==> src/rtl/traffic_phase_ctrl.sv <==
// traffic_phase_ctrl: N-phase round-robin intersection controller (LEFT/GREEN/YELLOW/ALL-RED, skip, flash).
// Define TRAFFIC_PED_EN to add sticky pedestrian requests and per-phase walk outputs.
module traffic_phase_ctrl #(
  parameter int NUM_PHASES = 4,
  parameter int CNT_W = 8,
  localparam int PW = $clog2(NUM_PHASES)
) (
  input  logic                    clk,
  input  logic                    rst_n,
  input  logic                    tick,
  input  logic [CNT_W-1:0]        cfg_left,
  input  logic [CNT_W-1:0]        cfg_green,
  input  logic [CNT_W-1:0]        cfg_yellow,
  input  logic [CNT_W-1:0]        cfg_allred,
  input  logic                    skip_en,
  input  logic [NUM_PHASES-1:0]   veh_req,
  input  logic                    flash_req,
  output logic [2*NUM_PHASES-1:0] lights,
  output logic [PW-1:0]           phase_idx,
  output logic                    phase_start,
  output logic                    in_flash
`ifdef TRAFFIC_PED_EN
  ,
  input  logic [NUM_PHASES-1:0]   ped_req,
  output logic [NUM_PHASES-1:0]   walk
`endif
);
  typedef enum logic [2:0] {S_ALLRED, S_LEFT, S_GREEN, S_YELLOW, S_FLASH} state_t;
  localparam logic [1:0] L_GRN = 2'd0, L_YEL = 2'd1, L_RED = 2'd2, L_LFT = 2'd3;

  state_t r_state, w_ns;
  logic [CNT_W-1:0] r_cnt, r_dur, w_dur, w_ncnt, w_ndur;
  logic r_init, r_tog, w_ntog, w_exp, w_found, w_ps;
  logic [PW-1:0] w_sel, w_nidx;
  logic [NUM_PHASES-1:0] w_dem;

  function automatic logic [CNT_W-1:0] nz(input logic [CNT_W-1:0] d);
    return d == '0 ? CNT_W'(1) : d;
  endfunction

  function automatic logic [2*NUM_PHASES-1:0] lamp(input state_t s, input logic [PW-1:0] p, input logic t);
    logic [2*NUM_PHASES-1:0] v;
    v = '0;
    for (int i = 0; i < NUM_PHASES; i++)
      v[2*i +: 2] = s == S_FLASH ? (t ? L_YEL : L_RED) :
                    PW'(i) != p  ? L_RED :
                    s == S_LEFT  ? L_LFT :
                    s == S_GREEN ? L_GRN :
                    s == S_YELLOW ? L_YEL : L_RED;
    return v;
  endfunction

  always_comb begin
    // r_init covers the first edge after reset, when cfg_allred has not been latched yet
    w_dur = r_init ? nz(cfg_allred) : r_dur;
    w_exp = tick && (r_cnt == w_dur - 1'b1);
    w_found = 1'b0;
    w_sel = phase_idx;
    for (int k = NUM_PHASES; k >= 1; k--)
      if (skip_en ? w_dem[(int'(phase_idx) + k) % NUM_PHASES] : k == 1) begin
        w_found = 1'b1;
        w_sel = PW'((int'(phase_idx) + k) % NUM_PHASES);
      end
    w_ns = r_state;
    w_nidx = phase_idx;
    w_ndur = w_dur;
    w_ntog = r_tog;
    w_ps = 1'b0;
    w_ncnt = tick ? r_cnt + 1'b1 : r_cnt;
    case (r_state)
      S_ALLRED: if (w_exp) begin
        // without a candidate cnt parks at its final value so every tick re-evaluates
        w_ncnt = r_cnt;
        if (flash_req) begin
          w_ns = S_FLASH;
          w_ntog = 1'b1;
          w_ncnt = '0;
        end else if (w_found) begin
          w_ns = cfg_left != '0 ? S_LEFT : S_GREEN;
          w_ndur = cfg_left != '0 ? cfg_left : nz(cfg_green);
          w_nidx = w_sel;
          w_ps = 1'b1;
          w_ncnt = '0;
        end
      end
      S_LEFT: if (w_exp) begin
        w_ns = S_GREEN;
        w_ndur = nz(cfg_green);
        w_ncnt = '0;
      end
      S_GREEN: if (w_exp) begin
        w_ns = S_YELLOW;
        w_ndur = nz(cfg_yellow);
        w_ncnt = '0;
      end
      S_YELLOW: if (w_exp) begin
        w_ns = S_ALLRED;
        w_ndur = nz(cfg_allred);
        w_ncnt = '0;
      end
      S_FLASH: begin
        w_ncnt = '0;
        if (tick) begin
          if (flash_req) begin
            w_ntog = ~r_tog;
          end else begin
            w_ns = S_ALLRED;
            w_ndur = nz(cfg_allred);
          end
        end
      end
      default: w_ns = S_ALLRED;
    endcase
  end

  always_ff @(posedge clk or negedge rst_n)
    if (!rst_n) begin
      r_state <= S_ALLRED;
      r_cnt <= '0;
      r_dur <= '0;
      r_init <= 1'b1;
      r_tog <= 1'b0;
      phase_idx <= PW'(NUM_PHASES - 1);
      lights <= {NUM_PHASES{L_RED}};
      phase_start <= 1'b0;
      in_flash <= 1'b0;
    end else begin
      r_state <= w_ns;
      r_cnt <= w_ncnt;
      r_dur <= w_ndur;
      r_init <= 1'b0;
      r_tog <= w_ntog;
      phase_idx <= w_nidx;
      lights <= lamp(w_ns, w_nidx, w_ntog);
      phase_start <= w_ps;
      in_flash <= w_ns == S_FLASH;
    end

`ifdef TRAFFIC_PED_EN
  logic [NUM_PHASES-1:0] r_ped, w_oh, w_pend;
  logic w_grn_in;
  assign w_pend = r_ped | ped_req;
  assign w_dem = veh_req | w_pend;
  assign w_grn_in = w_ns == S_GREEN && r_state != S_GREEN;
  assign w_oh = NUM_PHASES'(1) << w_nidx;

  always_ff @(posedge clk or negedge rst_n)
    if (!rst_n) begin
      r_ped <= '0;
      walk <= '0;
    end else begin
      r_ped <= w_pend & ~(w_grn_in ? w_oh : '0);
      walk <= w_grn_in ? (w_pend & w_oh) : (w_ns == S_GREEN ? walk : '0);
    end
`else
  assign w_dem = veh_req;
`endif
endmodule

==> config.mk <==
export PLATFORM = sky130hd
export DESIGN_NAME = traffic_phase_ctrl
export DESIGN_NICKNAME = d
export VERILOG_FILES = /design/src/rtl/traffic_phase_ctrl.sv
export SDC_FILE = /design/constraint.sdc
export NUM_CORES = 1
export LEC_CHECK = 0
export CELL_PAD_IN_SITES_DETAIL_PLACEMENT = 2
export CELL_PAD_IN_SITES_GLOBAL_PLACEMENT = 2
export CORE_MARGIN = 1.5
export CORE_UTILIZATION = 31
export CTS_CLUSTER_SIZE = 25
export DETAILED_ROUTE_END_ITERATION = 16
export PLACE_DENSITY_LB_ADDON = 0.3
export SYNTH_ARGS = -nofsm -noshare
export SYNTH_HDL_FRONTEND = slang
export SYNTH_SLANG_ARGS = --single-unit
==> constraint.sdc <==
create_clock -name clk -period 4.5 [get_ports clk]
set_input_delay 0.9 -clock clk [delete_from_list [all_inputs] [get_ports clk]]
set_output_delay 0.9 -clock clk [all_outputs]
set_load 0.01 [all_outputs]
# After elaboration in Yosys (flattened, before gate mapping)
# Cells that the tools add are included.
# Widths: inputs -> output; s select.
dict set report totals {
  in_bits 41
  output_inout_bits 12
  reg_bits 33
  word_cells 128
}
dict set report classes {
  n_eq_ne 13
  reduce_logical 12
  bitwise 5
  n_mux 79
  n_lt_le_gt_ge 4
  addsub 6
}
# cell count
set op_table {}
lappend op_table {{$mux 8} 18}
lappend op_table {{$mux 2} 21}
lappend op_table {{$pmux 8 s5} 1}
lappend op_table {{$logic_not 8->1} 3}
lappend op_table {{$mux 1} 24}
lappend op_table {{$mux 3} 8}
lappend op_table {{$pmux 8 s3} 1}
lappend op_table {{$lt 3x4->1 const B} 4}
lappend op_table {{$pmux 3 s5} 1}
lappend op_table {{$eq 3x2->1 const B} 4}
lappend op_table {{$add 8x1->8 const B} 1}
lappend op_table {{$bmux 1 s2} 4}
lappend op_table {{$eq 8x8->1} 1}
lappend op_table {{$reduce_bool 8->1} 1}
lappend op_table {{$reduce_or 2->1} 4}
lappend op_table {{$sub 8x1->8 const B} 1}
lappend op_table {{$eq 3x1->1 const B} 2}
lappend op_table {{$eq 3x3->1 const B} 2}
lappend op_table {{$add 2x1->2 const B} 2}
lappend op_table {{$add 2x2->2 const B} 2}
lappend op_table {{$and 1x1->1 const A} 4}
lappend op_table {{$ne 2x2->1 const A} 2}
lappend op_table {{$ne 4x4->1 const B} 1}
lappend op_table {{$logic_not 3->1} 1}
lappend op_table {{other kinds (6)} 6}

# Longest topological paths before layout
# Gate-level depths: netlist of run 1.
dict set report depth {
  word_depth 21
  ltp_mapped 14
  depth_no_buf 12
}

# Worst setup path before layout of run 1
# No wires, ideal clock.
dict set report synth_path {
  path_kind {input -> register}
  from {input cfg_allred[3]}
  to {register r_dur[5]}
  required_time_ns 4.408
  setup_time_ns 0.092
  path_slack_ns 0.759
  path_buffers 1
  arrival_time_ns 3.649
  cell_stages 12
  path_cell_list {nor3_1 -> a31oi_1 -> a21o_1 -> ha_1 -> xor2_1 -> nand2_1 -> or4b_4 -> nor4_4 -> and2_1 -> buf_2 -> mux2_2 -> o221ai_1}
}
dict set report synth_between {
  elab_chain_len 8
  elab_cells_between_ends 15
  cone_classes {add/sub (1); eq/ne (1); mux (11); reduce/logical (2)}
}
# element line
set synth_lines {}
lappend synth_lines {{from (decl)} 14} ;# input logic [CNT_W-1:0] cfg_allred,
lappend synth_lines {{$logic_not 8->1} 38} ;# return d == '0 ? CNT_W'(1) : d;
lappend synth_lines {{$mux 8 (*)} 38}
lappend synth_lines {{$mux 8} 55} ;# w_dur = r_init ? nz(cfg_allred) : r_dur;
lappend synth_lines {{$sub 8x1->8} 56} ;# w_exp = tick && (r_cnt == w_dur - 1'b1);
lappend synth_lines {{$eq 8x8->1} 56}
lappend synth_lines {{$logic_and 1x1->1} 56}
lappend synth_lines {{$mux 8, on equally long branches} --}
lappend synth_lines {{$pmux 8 s5 (*)} 70} ;# case (r_state)
lappend synth_lines {{net w_ndur[5]} 32} ;# logic [CNT_W-1:0] r_cnt, r_dur, w_dur, w_ncnt, w_ndur;
lappend synth_lines {{to (signal assigned)} 130} ;# r_dur <= w_ndur;
lappend synth_lines {{to (decl)} 32}
# The timed path passes the listed nets; every way through them passes the cells marked *.
# A chain may end at the register's enable or synchronous reset.

# Final worst setup path of run 1
dict set report layout_path {
  from {input cfg_allred[3]}
  to {register lights[4]}
}
dict set report layout_between {
  elab_cells_between_ends 26
  cone_classes {add/sub (1); eq/ne (6); mux (17); reduce/logical (2)}
}
# element line
set layout_rtl {}
lappend layout_rtl {{$logic_not 8->1} 38}
lappend layout_rtl {{$mux 8 (*)} 38}
lappend layout_rtl {{$mux 8 (*)} 55}
lappend layout_rtl {{$sub 8x1->8 (*)} 56}
lappend layout_rtl {{$eq 8x8->1 (*)} 56}
lappend layout_rtl {{$logic_and 1x1->1 (*)} 56}
lappend layout_rtl {{$mux 2 (*)} 71} ;# S_ALLRED: if (w_exp) begin
lappend layout_rtl {{$mux 2 (*)} 70}
lappend layout_rtl {{net w_nidx[0]} 34} ;# logic [PW-1:0] w_sel, w_nidx;
lappend layout_rtl {{$ne 2x2->1 (*)} 46} ;# PW'(i) != p ? L_RED :
lappend layout_rtl {{$mux 2 (*)} 46}
lappend layout_rtl {{$mux 2 (*)} 45} ;# v[2*i +: 2] = s == S_FLASH ? (t ? L_YEL : L_RED) :
lappend layout_rtl {{to (signal assigned)} 124} ;# lights <= {NUM_PHASES{L_RED}};
lappend layout_rtl {{to (signal assigned)} 134} ;# lights <= lamp(w_ns, w_nidx, w_ntog);
lappend layout_rtl {{to (decl)} 18} ;# output logic [2*NUM_PHASES-1:0] lights,
# Marks and branches as above.

==> results of run 1 <==
[layout make-up]
| type | instances | area [sq um] |
|---|---|---|
| fill | 940 | 4867 |
| multi-input combinational | 257 | 1697 |
| sequential | 33 | 834.6 |
| timing repair buffer | 64 | 623.1 |
| tap | 105 | 131.4 |
| clock buffer | 8 | 90.09 |
| inverter | 15 | 56.30 |
[cell usage in the layout, fill, tap and decap left out, types with 5 or more instances in the layout]
master            n
nor2_1           30
o31a_1            5
o21ai_0          21
clkdlybuf4s50_1  52
o31ai_1           5
nand2_1          29
a21o_1            5
dfstp_2           7
nor3_1           12
inv_1            12
o22ai_1           5
a31oi_1          12
xnor2_1           9
mux2i_1          14
dfrtp_1          26
clkbuf_8          6
a21oi_1          26
buf_4            11
[state kept, by name, indices dropped and copies added (netlist names)]
signal and cells:
in_flash 1, lights 8, phase_idx 2, phase_start 1, r_cnt 8, r_dur 8, r_init 1, r_state 3
r_tog 1
[power groups by stage]
stage               Sequential (uW)  Combinational [uW]  Clock, uW
floorplan                       427                 406          0
global placement                470                 555          0
detailed placement              472                 585          0
CTS                             469                 589        246
global route                    481                 643        254
finish                          469                 586        240
[through the flow]
stage / utilization, % / setup slack, ns
2_1_floorplan: - / 0.7593
3_3_place_gp: 40.27 / 0.1396
3_5_place_dp: 40.27 / -0.01293
4_1_cts: 41.35 / 0.2621
5_1_grt: 41.35 / 0.06709
6_report: 41.35 / 0.2859
[kinds of logic after synthesis]
| logic type | Yosys count | share of synthesized area (%) |
|---|---|---|
| buffers and inverters | 32 | 5.687 |
| multiplexers | 20 | 7.925 |
| adder cells (fa/ha/maj) | 3 | 1.399 |
| other | 1 | 0.1397 |
| XOR/XNOR | 14 | 4.849 |
| AO/OA/AOI/OAI | 115 | 28.53 |
| flip-flops | 33 | 31.10 |
| AND/OR/NAND/NOR | 104 | 20.37 |
[critical path, delay by kind of cell]
family,cells,cell delay (ns)
simple gates,5,1.28
fa+ha+maj,1,0.30
buf+inv,3,0.77
compound gates,3,0.68
xor+xnor,2,0.42
[synthesized netlist by cell type, drive strengths merged (4+ instances only)]
library cell	count
o31ai	5
a21o	5
a31oi	12
clkbuf	9
a21oi	26
nand3	4
mux2	4
a22o	4
o21ai	24
nor2	30
nor3	12
a22oi	4
inv	14
dfstp	7
buf	8
nor4	6
mux2i	16
nand2	29
dfrtp	26
o22ai	5
xor2	4
nand2b	4
o31a	5
xnor2	10
[final timing paths]
check                                 startpoint                endpoint  slack, ns  cells past startpoint
worst max-delay path               cfg_allred[3]     lights[4]$_DFF_PN0_       0.29                     14
worst min-delay path             r_tog$_DFF_PN0_         r_tog$_DFF_PN0_       0.54                      2
worst max register to register  r_init$_DFF_PN1_     lights[4]$_DFF_PN0_       0.79                     12
worst min register to register   r_tog$_DFF_PN0_         r_tog$_DFF_PN0_       0.54                      2
max in group asynchronous                  rst_n  phase_idx[1]$_DFF_PN1_       3.09                      2
min in group asynchronous                  rst_n      r_dur[7]$_DFF_PN0_       1.03                      2
[metal layers]
layer	part of all wire, %	up-vias
li1	-	1306
met1	46	1421
met2	51	54
met3	2.6	8
met4	1.3	0
met5	0	-
==> run summary, run 1 <==
Max Fclk -> 237.3 MHz
final setup fails -> 0
Core Region -> 0.008299 sq mm
Antenna Violating Nets Remaining -> 0
cell internal pwr -> 755.6 uW
htree depth -> 2
clock skew -> 0.01212 ns
grt met3 use -> 2.449%
synthesized area per cell -> 8.335 sq um
Final Net Count -> 420
clk buf depth -> 2
CTS root buffer -> clkbuf_8
Leak Pwr -> 0.001386 uW
Synth Instances -> 322
port buffer count -> 52
Worst-Skew Late Latency -> 0.29 ns
share of cells above drive strength 1 -> 11.14%
area delta synth->final -> 27.88%
HPWL Detailed -> 7818 microns
Slew headroom -> 45.22%
vias in the first global route -> 3062
HP Class -> flop to flop
fin crit share -> 93.65%
setup TNS -> 0 ns
critical path required time -> 4.68 ns
via/cell ratio -> 5.786
pin slew with the least headroom to its limit -> 0.8218 ns
drt wl/cell -> 21.23 microns
Power Total -> 1295 uW
Row Count -> 33
routability cong. -> 0.7775
max-slew violations -> 0
hold_buf cts -> 0
Area contributors post-synth -> dfrtp_1, dfstp_2, mux2i_1
hold_ws -> 0.5420 ns
Die X -> 96.05 microns
EDFF count, synth -> 0
worst IR drop on VDD -> 0.2443 mV
clock share of power -> 18.5%
first-pass GRT wire length -> 16310 microns
TritonCTS clock tree -> done
Starting DRT DRC Count -> 98
RSZ-0062 raised after global routing -> no
Pwr Density -> 377.3 mW/mm^2
Startpoint Class -> input port
minimum clock period -> 4.214 ns
Cell variety after synth -> 62
clk slew on worst S/H paths -> 0.07 ns
post-CTS resize count -> 0
Seq pwr share -> 36.2%
CP max-delay cell -> or4b_4
total wire length -> 10230 microns
Ys Warns -> 0
Post-Synthesis Net Count -> 366
met1 usage -> 29.03%
drc violations -> 0
register area share after synthesis -> 31.10%
crit end category -> flop
Die ar. -> 0.009225 sq mm
flops & latches, synth -> 33
Initial DRT Pass Iterations -> 4
worst-path maximum fanout -> 34
Placed Cells -> 474
Net Sw Frac -> 41.65%
setup bufs post-CTS -> 0
Setup Crit Path Kind -> input port to flop
crit path cell chain -> clkdlybuf4s50_1 -> nor3_1 -> a31oi_1 -> a21o_1 -> ha_1 -> xor2_1 -> nand2_1 -> or4b_4 -> nor4_4 -> buf_12 -> nand4_2 -> xnor2_2 -> inv_2 -> o31ai_1
asr flop ratio synth -> 100.0%
initial antenna violation count -> 0
vias -> 2789
I/O pin cnt -> 53
Top Usage Layer GRT -> met2
cts bufs inserted -> 5
NetSw -> 539.3 uW
top cell type's share of synthesized area -> 24.24%
largest net degree at the start of global routing -> 35
antenna diode count -> 0
predominant post-synthesis flop cell -> dfrtp_1
Num Clock Sinks -> 33
outcome -> finished, final reports clean
final hold vios -> 0
post-route cell area -> 0.003432 sq mm
dominant cell type by area after synthesis -> dfrtp_1
number of max-cap violations -> 0
GRT overflow -> 0
Netlist Area Pre-Place -> 0.002684 sq mm
Comb pwr share -> 45.2%
Placed Area -> 0.003342 sq mm
highest cell delay on the worst timing path -> 0.55 ns
Layout Cells excl Fill -> 482
CP arrival -> 4.39 ns
die height -> 96.05 microns
GRT Util Overall -> 23.55%
GR Util met2 -> 43.25%
starting density of the core -> 32.34%
Note: power is estimated with default switching activity, not from simulation.
==> run 2: changes to the inputs <==
--- a/config.mk
+++ b/config.mk
@@ -9,7 +9,7 @@
 export CELL_PAD_IN_SITES_GLOBAL_PLACEMENT = 2
 export CORE_MARGIN = 1.5
 export CORE_UTILIZATION = 31
-export CTS_CLUSTER_SIZE = 25
+export CTS_CLUSTER_SIZE = 14
 export DETAILED_ROUTE_END_ITERATION = 16
 export PLACE_DENSITY_LB_ADDON = 0.3
 export SYNTH_ARGS = -nofsm -noshare
==> results of run 2 <==
No change in the layout: final DEF, timing and power equal those of run 1.
==> run 3: changes to the inputs <==
--- a/config.mk
+++ b/config.mk
@@ -12,6 +12,7 @@
 export CTS_CLUSTER_SIZE = 14
 export DETAILED_ROUTE_END_ITERATION = 16
 export PLACE_DENSITY_LB_ADDON = 0.3
+export SETUP_SLACK_MARGIN = 0.1
 export SYNTH_ARGS = -nofsm -noshare
 export SYNTH_HDL_FRONTEND = slang
 export SYNTH_SLANG_ARGS = --single-unit
==> run summary, run 3 (synthesized netlist as in run 1, its figures left out) <==
outcome -> finished, final reports clean
clk buf depth -> 2 (unchanged)
largest net degree at the start of global routing -> 35 (unchanged)
Layout Cells excl Fill -> 482 (unchanged)
Final Net Count -> 420 (unchanged)
antenna diode count -> 0 (unchanged)
CTS root buffer -> clkbuf_8
TritonCTS clock tree -> done
worst-path maximum fanout -> 34 (unchanged)
HP Start -> r_tog$_DFF_PN0_
commonest cells after routing, fill and taps aside -> clkdlybuf4s50_1, nor2_1, nand2_1, a21oi_1, dfrtp_1
number of max-cap violations -> 0 (unchanged)
port buffer count -> 52 (unchanged)
Die ar. -> 0.009225 sq mm (unchanged)
clock share of power -> 18.5% (about the same)
crit end category -> flop
worst IR drop on VDD -> 0.2443 mV (about the same)
initial antenna violation count -> 0 (unchanged)
fin crit share -> 91.88% (-1.8 points)
die height -> 96.05 microns (unchanged)
Slew headroom -> 45.22% (unchanged)
Comb pwr share -> 45.2% (about the same)
Largest regs -> lights: 8 flops, r_cnt: 8 flops, r_dur: 8 flops
Placed Cells -> 474 (unchanged)
post-route cell area -> 0.003437 sq mm (+0.15%)
NetSw -> 539.9 uW (+0.11%)
GRT Util Overall -> 23.55% (unchanged)
GRT overflow -> 0 (unchanged)
Setup Crit Path Kind -> input port to flop
via/cell ratio -> 5.786 (unchanged)
minimum clock period -> 4.134 ns (-0.07973 ns)
clock skew -> 0.01223 ns (+0.0001183 ns)
Initial DRT Pass Iterations -> 4 (unchanged)
Pwr Density -> 377.0 mW/mm^2 (about the same)
hold_ws -> 0.5420 ns (unchanged)
Register Area -> 834.6 sq um (unchanged)
Fill cells -> 940 (unchanged)
Placement Setup Slack -> -0.01293 ns (unchanged)
critical path required time -> 4.68 ns (about the same)
share of cells above drive strength 1 -> 11.41% (+0.27 points)
max-slew violations -> 0 (unchanged)
Core Region -> 0.008299 sq mm (unchanged)
cell internal pwr -> 755.7 uW (about the same)
Leak Pwr -> 0.001387 uW (about the same)
pin slew with the least headroom to its limit -> 0.8218 ns (+0.0000004768 ns)
vias -> 2789 (unchanged)
Num Clock Sinks -> 33 (unchanged)
Worst-Skew Late Latency -> 0.29 ns (about the same)
Antenna Violating Nets Remaining -> 0 (unchanged)
area delta synth->final -> 28.07%
routability cong. -> 0.7775 (unchanged)
Startpoint Class -> input port
Starting DRT DRC Count -> 98 (unchanged)
first-pass GRT wire length -> 16310 microns (unchanged)
RSZ-0062 raised after global routing -> no
starting density of the core -> 32.34% (unchanged)
total wire length -> 10260 microns (+0.23%)
worst setup margin -> 0.3656 ns (+0.07973 ns)
commonest non-fill, non-tap cell in the layout -> clkdlybuf4s50_1
area occupied by multi-input gates -> 0.001702 sq mm (+0.29%)
Row Count -> 33 (unchanged)
vias in the first global route -> 3062 (unchanged)
Placed Area -> 0.003342 sq mm (unchanged)
CP Launch Point -> cfg_allred[3]
drt wl/cell -> 21.28 microns (+0.23%)
Die X -> 96.05 microns (unchanged)
Seq pwr share -> 36.2% (about the same)
I/O pin cnt -> 53 (unchanged)
CP arrival -> 4.31 ns (-0.08 ns)
Net Sw Frac -> 41.67% (about the same)
final setup fails -> 0 (unchanged)
HP Class -> flop to flop
setup bufs post-CTS -> 0 (unchanged)
drc violations -> 0 (unchanged)
final hold vios -> 0 (unchanged)
Max Fclk -> 241.9 MHz (+1.9%)
cts bufs inserted -> 5 (unchanged)
post-layout util -> 41.41% (+0.060 points)
HPWL Detailed -> 7818 microns (unchanged)
FF-to-FF Start -> r_init$_DFF_PN1_
htree depth -> 2 (unchanged)
clk slew on worst S/H paths -> 0.07 ns (about the same)
run 3: path summary, 6_finish.rpt:
kind	end	slack, ns	cells past startpoint
worst max-delay path	lights[4]$_DFF_PN0_	0.37	14
worst min register to register	r_tog$_DFF_PN0_	0.54	2
worst min-delay path	r_tog$_DFF_PN0_	0.54	2
max in group asynchronous	phase_idx[1]$_DFF_PN1_	3.09	2
min in group asynchronous	r_dur[7]$_DFF_PN0_	1.03	2
worst max register to register	lights[4]$_DFF_PN0_	0.78	12
run 3: layout make-up:
cell class / count / area share (%)
multi-input cells: 257 / 49.51
flip-flops and latches: 33 / 24.28
repair buffers: 64 / 18.13
well taps: 105 / 3.822
clock buffers: 8 / 2.621
inverters: 15 / 1.638
run 3: critical path, stage by stage:
cell and delay, ns:
clkdlybuf4s50_1 0.44, nor3_2 0.25, a31oi_1 0.15, a21o_1 0.22, ha_1 0.30, xor2_1 0.13, nand2_1 0.07, or4b_4 0.55
nor4_4 0.21, buf_12 0.23, nand4_2 0.13, xnor2_2 0.29, inv_2 0.11, o31ai_1 0.29
run 3: metal layers:
| layer | share of wire [%] | global-route usage [%] | up-vias |
|---|---|---|---|
| met5 | 0 | 0 | - |
| met4 | 1.3 | 6.127 | 0 |
| met3 | 2.6 | 2.449 | 8 |
| met2 | 51 | 43.25 | 54 |
| met1 | 46 | 29.03 | 1421 |
| li1 | - | - | 1306 |
run 3: power groups by stage:
stage | Sequential [uW] | Combinational, uW | Clock (uW)
2_1_floorplan | 427 | 406 | 0
3_3_place_gp | 470 | 555 | 0
3_5_place_dp | 472 | 585 | 0
4_1_cts | 469 | 589 | 246
5_1_grt | 481 | 643 | 254
6_report | 469 | 586 | 240
run 3: what timing repair did:
item,4_1_cts,5_1_grt
hold buffers,0,0
gates resized for setup,0,1
setup endpoints to repair,0,2
run 3: through the flow:
step,TNS (ns),total power (uW)
after global placement,0,1025
after global routing,0,1378
after CTS,0,1304
after detailed placement,-0.01293,1057
after floorplan,0,832.2
final,0,1296
